==> src/rtl/room_occupancy_ctrl.sv <==
// Multi-door room occupancy controller: arbitrates per-door entry/exit requests
// against CAPACITY. Optional sticky phantom-exit flag under macro ROOM_ERR_EN.
module room_occupancy_ctrl #(
  parameter int N_DOORS  = 2,
  parameter int CAPACITY = 15,
  parameter int CNT_W    = 4
) (
  input  logic               clk,
  input  logic               clr,
  input  logic               T,
  input  logic [N_DOORS-1:0] in,
  input  logic [N_DOORS-1:0] ent,
  input  logic [N_DOORS-1:0] out,
  output logic [N_DOORS-1:0] open,
  output logic [N_DOORS-1:0] deny,
  output logic               close,
  output logic               full,
  output logic [CNT_W-1:0]   count,
  output logic               err,
  output logic [1:0]         o_dbg_state
);

  localparam logic [CNT_W-1:0] CAP = CNT_W'(CAPACITY);

  typedef enum logic [1:0] {
    EMPTY   = 2'd0,
    PARTIAL = 2'd1,
    FULL    = 2'd2
  } state_t;

  state_t             r_state;
  logic [CNT_W-1:0]   r_count;
  logic [N_DOORS-1:0] r_open;
  logic [N_DOORS-1:0] r_deny;
  logic               r_close;
  logic               r_full;

  logic [N_DOORS-1:0] w_ereq;
  logic [N_DOORS-1:0] w_xreq;
  logic [N_DOORS-1:0] w_open;
  logic [N_DOORS-1:0] w_deny;
  logic               w_phantom;
  logic [CNT_W-1:0]   w_occ;
  state_t             w_next_state;

  assign w_ereq = in & ent & ~out;
  assign w_xreq = out & ~(in & ent);

  // w_occ is the running occupancy: exits are applied first so that slots they
  // free can be taken by entries in the same cycle.
  always_comb begin
    w_open    = '0;
    w_deny    = '0;
    w_phantom = 1'b0;
    w_occ     = r_count;
    for (int i = 0; i < N_DOORS; i++) begin
      if (w_xreq[i]) begin
        if (w_occ != '0) w_occ = w_occ - 1'b1;
        else             w_phantom = 1'b1;
      end
    end
    for (int i = 0; i < N_DOORS; i++) begin
      if (w_ereq[i]) begin
        if (T && (w_occ < CAP)) begin
          w_occ     = w_occ + 1'b1;
          w_open[i] = 1'b1;
        end else begin
          w_deny[i] = 1'b1;
        end
      end
    end
  end

  always_comb begin
    if (w_occ == '0)       w_next_state = EMPTY;
    else if (w_occ == CAP) w_next_state = FULL;
    else                   w_next_state = PARTIAL;
  end

  always_ff @(posedge clk) begin
    if (clr) begin
      r_state <= EMPTY;
      r_count <= '0;
      r_open  <= '0;
      r_deny  <= '0;
      r_close <= 1'b1;
      r_full  <= 1'b0;
    end else begin
      r_state <= w_next_state;
      r_count <= w_occ;
      r_open  <= w_open;
      r_deny  <= w_deny;
      r_close <= (w_next_state == EMPTY);
      r_full  <= (w_next_state == FULL);
    end
  end

`ifdef ROOM_ERR_EN
  logic r_err;
  always_ff @(posedge clk) begin
    if (clr)            r_err <= 1'b0;
    else if (w_phantom) r_err <= 1'b1;
  end
  assign err = r_err;
`else
  logic w_unused_phantom;
  assign w_unused_phantom = w_phantom;
  assign err = 1'b0;
`endif

  assign open        = r_open;
  assign deny        = r_deny;
  assign close       = r_close;
  assign full        = r_full;
  assign count       = r_count;
  assign o_dbg_state = r_state;

endmodule

==> config.mk <==
export PLATFORM = sky130hd
export DESIGN_NAME = room_occupancy_ctrl
export DESIGN_NICKNAME = d
export VERILOG_FILES = /design/src/rtl/room_occupancy_ctrl.sv
export SDC_FILE = /design/constraint.sdc
export NUM_CORES = 1
export LEC_CHECK = 0
export ABC_AREA = 0
export CORE_MARGIN = 8
export CORE_UTILIZATION = 59
export CTS_BUF_LIST = sky130_fd_sc_hd__clkbuf_4
export CTS_CLUSTER_SIZE = 40
export DETAILED_ROUTE_END_ITERATION = 12
export DONT_BUFFER_PORTS = 1
export PLACE_DENSITY_LB_ADDON = 0.1
export SKIP_CTS_REPAIR_TIMING = 1
export SLEW_MARGIN = 20
export SYNTH_ARGS = -nofsm -noshare
export SYNTH_HDL_FRONTEND = slang
export SYNTH_SLANG_ARGS = --single-unit
==> constraint.sdc <==
create_clock -name clk -period 5.6 [get_ports clk]
set_input_delay 1.12 -clock clk [delete_from_list [all_inputs] [get_ports clk]]
set_output_delay 1.12 -clock clk [all_outputs]
set_load 0.02 [all_outputs]
### After elaboration in Yosys (flattened, before gate mapping)

Index checks and enable logic that the tools add are counted.

| operators by class | value |
|---|---|
| add/sub/neg operators | 4 |
| order comparisons | 2 |
| equal/unequal tests | 2 |
| multiplexer cells | 14 |
| bitwise gates (word level) | 7 |
| reduce and logical (&&, ||, !) cells | 8 |

Operator list:

| operator | count |
|---|---|
| two-way mux 4 bit | 8 |
| adder 4 x 1 -> 4 bit (second input constant) | 2 |
| < comparator 4 bit (second input constant) | 2 |
| nonzero test 4 bit | 2 |
| subtractor 4 x 1 -> 4 bit (second input constant) | 2 |
| AND 2 bit | 3 |
| == test 4 bit (second input constant) | 1 |
| logical NOT 4 bit | 1 |
| two-way mux 1 bit | 4 |
| two-way mux 2 bit | 2 |
| NOT 2 bit | 2 |
| OR reduction 2 bit | 2 |
| == test 2 bit (second input constant) | 1 |
| logical AND 1 bit | 2 |
| logical NOT 2 bit | 1 |
| NOT 1 bit | 2 |

| storage, ports and cells | value |
|---|---|
| flip-flop bits (word level) | 12 |
| bits of input ports | 9 |
| output and inout bits | 13 |
| word-level logic and storage cells | 45 |

### Depth between registers and ports, before layout

Gate-level depths: netlist of run 1.

| logic depth | value |
|---|---|
| depth after elaboration | 19 |
| depth in mapped cells | 17 |

### Worst setup path before layout of run 1

No wires, ideal clock.

| path | value |
|---|---|
| path type | input port to flip-flop |
| from | input out[0] |
| to | register r_state[0], in the netlist o_dbg_state[0] |
| arrival time | 3.978 ns |
| slack | 1.492 ns |
| cell stages on the path | 12 |
| path buffers | 0 |
| cells stage by stage | a21bo_2 > a2111oi_0 > nor4b_1 > o311ai_1 > ha_1 > inv_1 > a211o_1 > o21a_1 > o32a_1 > nand2b_1 > a2111oi_0 > a21oi_1 |

| on the way | value |
|---|---|
| word-level cells in the longest chain between the ends | 16 |

RTL lines:

| what | RTL line | text |
|---|---|---|
| from (decl) | 13 | `input logic [N_DOORS-1:0] out,` |
| AND 2 bit | 47 | `assign w_xreq = out & ~(in & ent);` |
| two-way mux 4 bit | 57 | `if (w_xreq[i]) begin` |
| subtractor 4 x 1 -> 4 bit / nonzero test 4 bit (equally long branches) | 58 | `if (w_occ != '0) w_occ = w_occ - 1'b1;` |
| two-way mux 4 bit | 58 |  |
| two-way mux 4 bit | 57 |  |
| < comparator 4 bit | 64 | `if (T && (w_occ < CAP)) begin` |
| logical AND 1 bit | 64 |  |
| two-way mux 4 bit | 64 |  |
| two-way mux 4 bit (*) | 63 | `if (w_ereq[i]) begin` |
| < comparator 4 bit | 64 |  |
| logical AND 1 bit | 64 |  |
| two-way mux 4 bit | 64 |  |
| two-way mux 4 bit (*) | 63 |  |
| == test 4 bit | 76 | `else if (w_occ == CAP) w_next_state = FULL;` |
| two-way mux 2 bit | 76 |  |
| two-way mux 2 bit (*) | 75 | `if (w_occ == '0) w_next_state = EMPTY;` |
| to (signal assigned) | 89 | `r_state <= w_next_state;` |
| to (decl) | 31 | `state_t r_state;` |

Every way passes the cells marked *; elsewhere a longest branch is shown, timed or not.
A chain may end at the register's enable or synchronous reset.

### Final worst setup path of run 1

| path | value |
|---|---|
| from | register r_count[0], in the netlist count[0] |
| to | register r_state[0], in the netlist o_dbg_state[0] |

| on the way | value |
|---|---|
| word-level cells in the longest chain between the ends | 17 |

RTL lines:

| what | RTL line | text |
|---|---|---|
| from (decl) | 32 | `logic [CNT_W-1:0] r_count;` |
| from (signal assigned) | 90 | `r_count <= w_occ;` |
| subtractor 4 x 1 -> 4 bit / nonzero test 4 bit (equally long branches) | 58 |  |
| two-way mux 4 bit | 58 |  |
| two-way mux 4 bit (*) | 57 |  |
| subtractor 4 x 1 -> 4 bit / nonzero test 4 bit (equally long branches) | 58 |  |
| two-way mux 4 bit | 58 |  |
| two-way mux 4 bit (*) | 57 |  |
| < comparator 4 bit | 64 |  |
| logical AND 1 bit | 64 |  |
| two-way mux 4 bit | 64 |  |
| two-way mux 4 bit (*) | 63 |  |
| < comparator 4 bit | 64 |  |
| logical AND 1 bit | 64 |  |
| two-way mux 4 bit | 64 |  |
| two-way mux 4 bit (*) | 63 |  |
| == test 4 bit | 76 |  |
| two-way mux 2 bit | 76 |  |
| two-way mux 2 bit (*) | 75 |  |

Marks and branches as above.

==> impl_metrics.py, run 1 <==
metrics = {
    "cells_and_area": {
        "fillCellCount": 147,
        "areaGrowthSynthToFinish_pct": 1.72,
        "layout.nets": 133,
        "final-instance-count-excl-fill": 137,
        "n_antenna_cell": 0,
        "drive_gt1_share_pct": 9.92,
    },
    "sta": {
        "tns_ns": 0,
        "skew_ns": 0.000455,
        "rsz0062_at_grt": "no",
        "min_period_ns": 4.38,
        "worst_pin_slew_ns": 0.657,
        "hold_violations": 0,
        "relSlewSlack_pct": 55.1,
        "maxSlewViolCount": 0,
        "setup_viol": 0,
        "maxClockFrequency_mhz": 228,
        "post-route-period-util_pct": 78.2,
    },
    "routing": {
        "route.detailed.drc": 0,
        "vias": 942,
        "wl_met3_um": 248,
        "drt-wirelength-per-cell_um": 16.1,
        "dr.pass1.iters": 4,
        "vias_per_cell": 6.88,
        "drt-initial-drc-count": 28,
        "wl_met1_um": 977,
        "dr_wl_met2_um": 973,
        "top_layer": "met4",
        "ant_nets": 0,
        "drt_wl_total_mm": 2.21,
    },
    "synth": {
        "syn-num-nets": 133,
        "syn_avg_cell_area_um2": 7.75,
        "ys_top_cells_by_count": "nor2_1 (14), dfxtp_1 (11), nand2_1 (11)",
        "synth.area.top_cells": "dfxtp_1 (23%), nor2_1 (5.6%), nand2_1 (4.4%), nor3_1 (3.7%), o21ai_0 (3.7%)",
        "synthAdderAreaFrac_pct": 2.65,
        "synth_top_family_by_area": "compound AO/OA/AOI/OAI gates",
        "post_synth_instance_area_um2": 946,
        "ys_ff_latch": 11,
        "synthCells": 122,
        "synth_edf_count": 0,
        "yosysTopAreaCell": "dfxtp_1",
        "ys_types": 48,
        "yosys.area_share.simple_pct": 31.7,
        "synthArstFlopShare_pct": 0,
        "synth_mux_area_share_pct": 1.06,
        "ys.flop_type": "dfxtp_1",
        "synth-xor-area-share_pct": 0.926,
        "netlist.area_leader.share_pct": 23.3,
        "synth_compound_area_share_pct": 34.8,
        "synth_warnings": 0,
        "synth.most_common_cell": "nor2_1",
        "ys_seq_area_share_pct": 23.3,
    },
    "die": {
        "die_x_um": 56.0,
        "boundaryPins": 22,
        "start_util_pct": 62.8,
        "die_height_um": 56.0,
        "core_area_um2": 1510,
        "fp-row-count": 14,
        "fp.dieArea_um2": 3140,
    },
    "critical_path": {
        "crit_arrival_ns": 4.52,
        "crit_required_ns": 5.74,
        "cp_max_fo": 11,
        "cpLargestDelayFamily": "compound AO/OA/AOI/OAI gates",
        "cp_slowest_cell": "dfxtp_1",
        "path_class": "reg2reg",
        "crit_path_end_kind": "register",
        "cp_slowest_stage_delay_ns": 0.64,
        "crit_path_cell_trace": "inv_1 > ha_1 > nor2b_1 > a2111oi_0 > nor4b_1 > o311ai_1 > ha_1 > inv_1 > a211o_1 > o21a_1 > o32a_1 > nand2b_1 > a2111oi_0 > a21oi_1",
        "critPathBufInv": 2,
        "start_kind": "register",
    },
    "power_and_ir_drop": {
        "vdd_drop_max_uv": 274,
        "power_density_nw_per_um2": 482,
        "p_leak_uw": 0.000344,
    },
    "run_status": {
        "outcome": "completed",
    },
    "clock_network": {
        "clk_pin_slew_ns": 0.06,
        "ctsHtreeMaxLevel": 1,
        "cts_tree": "done",
        "clkLatencyLatePin_ns": 0.27,
        "cts_buffers": 3,
        "clock-sinks": 11,
        "cts_root_buffer": "clkbuf_4",
        "cts_buffer_depth": 2,
    },
    "worst_hold_path": {
        "hp-class": "in2reg",
    },
    "grt": {
        "grt_overflow": 0,
        "grt_pass1_vias": 835,
        "grt_start_max_net_pins": 12,
        "track_usage_pct": 14.1,
        "grt_pass1_wl_mm": 3.82,
        "antenna_found_initial": 0,
    },
    "placed_design": {
        "gp_congestion": 0.896,
        "dp.cells": 133,
        "io_buffer_count": 0,
        "post-dp-hpwl_mm": 1.77,
    },
    "job": {
        "cap_violations": 0,
    },
}
layout by cell type, fill, tap and decap left out, types with 2 or more instances in the layout:
| master | count |
|---|---|
| inv_1 | 4 |
| nor2b_1 | 3 |
| ha_1 | 2 |
| and2_1 | 3 |
| a21o_1 | 3 |
| clkbuf_4 | 4 |
| nor3_1 | 7 |
| a21boi_0 | 2 |
| a21oi_1 | 4 |
| a211oi_1 | 4 |
| or2_2 | 2 |
| nand4_1 | 2 |
| o32a_1 | 2 |
| nand2_1 | 11 |
| nor2_1 | 14 |
| o211ai_1 | 3 |
| o21a_1 | 2 |
| a2111oi_0 | 3 |
| a21bo_2 | 2 |
| dfxtp_1 | 11 |
| o21ai_0 | 7 |
| or3_1 | 2 |
| nor3b_1 | 2 |
metrics by stage:
| stage | hold WS [ns] | total power, uW | area [um^2] | utilization [%] | worst slack (ns) |
|---|---|---|---|---|---|
| 2_1_floorplan | 0.970 | 357 | 946 | - | 1.49 |
| 3_3_place_gp | 1.14 | 396 | 932 | 61.9 | 1.28 |
| 3_5_place_dp | 1.13 | 403 | 932 | 61.9 | 1.21 |
| 4_1_cts | 0.903 | 462 | 962 | 63.9 | 1.28 |
| 5_1_grt | 0.898 | 507 | 962 | 63.9 | 0.725 |
| 6_report | 0.909 | 464 | 962 | 63.9 | 1.22 |
sequential cells by signal, indices dropped and copies added (netlist names):
signal       flops
full             1
close            1
o_dbg_state      1
deny             2
open             2
count            4
final timing paths:
check / startpoint / to / slack [ns] / cells past startpoint
hold reg to reg: count[2] / deny[0] / 1.15 / 4
setup reg to reg: count[0] / o_dbg_state[0] / 1.22 / 14
hold / removal: clr / count[3] / 0.91 / 1
setup / recovery: count[0] / o_dbg_state[0] / 1.22 / 14
area by class of cell:
cell class / count / area, um^2 / share of cell area [%]
inverters: 4 / 15.0 / 1.56
flip-flops and latches: 11 / 220 / 22.9
well taps: 16 / 20.0 / 2.08
multi-input cells: 102 / 677 / 70.4
clock buffers: 4 / 30.0 / 3.12
cell families (layout without fill, tap and decap cells):
| group | after synthesis | after routing |
|---|---|---|
| compound gates | 42 | 42 |
| xor+xnor | 1 | 1 |
| fa+ha+maj | 2 | 2 |
| buf+inv | 9 | 8 |
| flops | 11 | 11 |
| mux | 1 | 1 |
| other cells | 1 | 1 |
| simple gates | 55 | 55 |
power by group:
group,total (uW),switching (uW),internal [uW],leakage [uW]
clock,57.4,25.0,32.4,0.0000184
combinational,272,166,105,0.000236
sequential,135,40.5,94.4,0.0000897
total,464,232,232,0.000344
per-layer routing:
layer  GRT usage (%)  vias up
met3            6.62        5
met4            5.15        0
met2            21.2       44
met5               0        -
li1                -      462
met1            16.8      431
worst reg2reg max path, stage by stage (launching register included):
cell,delay (ns)
dfxtp_1,0.64
inv_1,0.19
ha_1,0.35
nor2b_1,0.19
a2111oi_0,0.45
nor4b_1,0.10
o311ai_1,0.45
ha_1,0.25
inv_1,0.06
a211o_1,0.27
o21a_1,0.18
o32a_1,0.40
nand2b_1,0.18
a2111oi_0,0.42
a21oi_1,0.13
No activity file was read; power rests on OpenSTA's default activity.
==> run 2, diff against run 1 <==
Clock period 5.6 ns to 4.4 ns, I/O delays scaled along.
==> impl_metrics.py, run 2 (same netlist as run 1, synthesis figures left out) <==
metrics = {
    "grt": {
        "grt_pass1_wl_mm": 3.86,
        "antenna_found_initial": 0,
        "track_usage_pct": 14.4,
        "grt_overflow": 0,
        "grt_pass1_vias": 883,
        "grt_start_max_net_pins": 11,
    },
    "placed_design": {
        "dp.cells": 137,
        "placed_area_um2": 962,
        "gp_congestion": 0.917,
        "io_buffer_count": 0,
        "post-dp-hpwl_mm": 1.88,
    },
    "clock_network": {
        "clk_pin_slew_ns": 0.06,
        "cts_tree": "done",
        "clkLatencyLatePin_ns": 0.27,
        "clock-sinks": 11,
        "ctsHtreeMaxLevel": 1,
        "cts_buffer_depth": 2,
        "cts_buffers": 3,
        "cts_root_buffer": "clkbuf_4",
    },
    "critical_path": {
        "r2r_end": "o_dbg_state[0]",
        "crit_path_end": "o_dbg_state[0]",
        "ff2ff_path_depth": 15,
        "r2r-start": "count[0]",
        "path_class": "reg2reg",
        "crit_required_ns": 4.54,
        "startpoint": "count[0]",
        "worst-r2r-setup-slack_ns": 0.42,
        "cp_max_fo": 9,
        "crit_path_end_kind": "register",
        "crit_arrival_ns": 4.12,
        "start_kind": "register",
    },
    "sta": {
        "worst_pin_slew_ns": 0.596,
        "maxClockFrequency_mhz": 252,
        "hold_violations": 0,
        "min_period_ns": 3.98,
        "relSlewSlack_pct": 59.2,
        "post-route-period-util_pct": 90.4,
        "tns_ns": 0,
        "maxSlewViolCount": 0,
        "skew_ns": 0.00414,
        "fin_hold_ws_ns": 0.673,
        "setup_viol": 0,
        "rsz0062_at_grt": "no",
    },
    "cells_and_area": {
        "largest_reg_flops": 4,
        "final_cell_mix": "nor2_1 (14), nand2_1 (11), dfxtp_1 (11)",
        "mostFrequentLayoutCell": "nor2_1",
        "n_antenna_cell": 0,
        "postLayoutCellArea_um2": 992,
        "drive_gt1_share_pct": 12.8,
        "areaGrowthSynthToFinish_pct": 4.89,
        "layout.nets": 137,
        "final-instance-count-excl-fill": 141,
    },
    "power_and_ir_drop": {
        "finalPower_uw": 617,
        "p_leak_uw": 0.000365,
        "power_density_nw_per_um2": 622,
        "vdd_drop_max_uv": 385,
    },
    "die": {
        "start_util_pct": 62.8,
        "fp-row-count": 14,
        "fp.dieArea_um2": 3140,
        "boundaryPins": 22,
        "die_height_um": 56.0,
        "core_area_um2": 1510,
        "die_x_um": 56.0,
    },
    "routing": {
        "top_layer": "met4",
        "drt_wl_total_mm": 2.31,
        "wl_met3_um": 209,
        "wl_met1_mm": 1.04,
        "drt-wirelength-per-cell_um": 16.4,
        "drt-initial-drc-count": 46,
        "vias": 951,
        "ant_nets": 0,
        "vias_per_cell": 6.74,
        "route.detailed.drc": 0,
        "dr.pass1.iters": 4,
        "dr_wl_met2_mm": 1.06,
    },
    "run_status": {
        "outcome": "completed",
    },
    "worst_hold_path": {
        "hold_depth": 1,
        "hp-class": "in2reg",
    },
    "job": {
        "cap_violations": 0,
    },
}
## run 2: cell count changes in the layout (fill, tap and decap cells not counted), sizes merged
cell and change:
buf +4
## run 2: routing by layer
layer  track usage (%)  vias up
met5                 0        -
met4              3.78        0
met3              7.99        2
met2              22.8       31
met1              16.1      452
li1                  -      466
## run 2: area by class of cell
cell class              instances  area [um^2]
clock buffers                   4         30.0
inverters                       4         15.0
well taps                      16         20.0
flip-flops and latches         11          220
multi-input cells             102          677
fillers                       154          514
repair buffers                  4         30.0
## run 2: power breakdown
group / internal (uW) / switching [uW] / leakage [uW]
clock: 41.3 / 31.6 / 0.0000184
sequential: 120 / 30.3 / 0.0000897
combinational: 152 / 241 / 0.000257
## run 2: worst min-delay path by stage
| stage | to | startpoint |
|---|---|---|
| final | count[3] | clr |
| after global routing | deny[1] | out[1] |
| after CTS | count[3] | clr |
| after detailed placement | count[3] | clr |
| after global placement | count[3] | clr |
| after floorplan | deny[1] | out[1] |
## run 2: through the flow
step	setup WS, ns	utilization [%]
4_1_cts	0.464	65.9
3_5_place_dp	0.236	63.9
3_3_place_gp	0.394	63.9
6_report	0.424	65.9
2_1_floorplan	0.517	-
5_1_grt	0.00476	65.9
## run 2: worst max-delay path: stages, from the launching register on
cell and delay, ns:
dfxtp_1 0.35, inv_1 0.09, ha_1 0.31, nor2b_1 0.19
a2111oi_0 0.50, or3_1 0.28, a211oi_1 0.10, a31oi_1 0.22
ha_1 0.20, inv_1 0.06, a211o_1 0.26, o21a_1 0.18
o32a_1 0.40, nand2b_1 0.18, a2111oi_0 0.40, a21oi_1 0.13
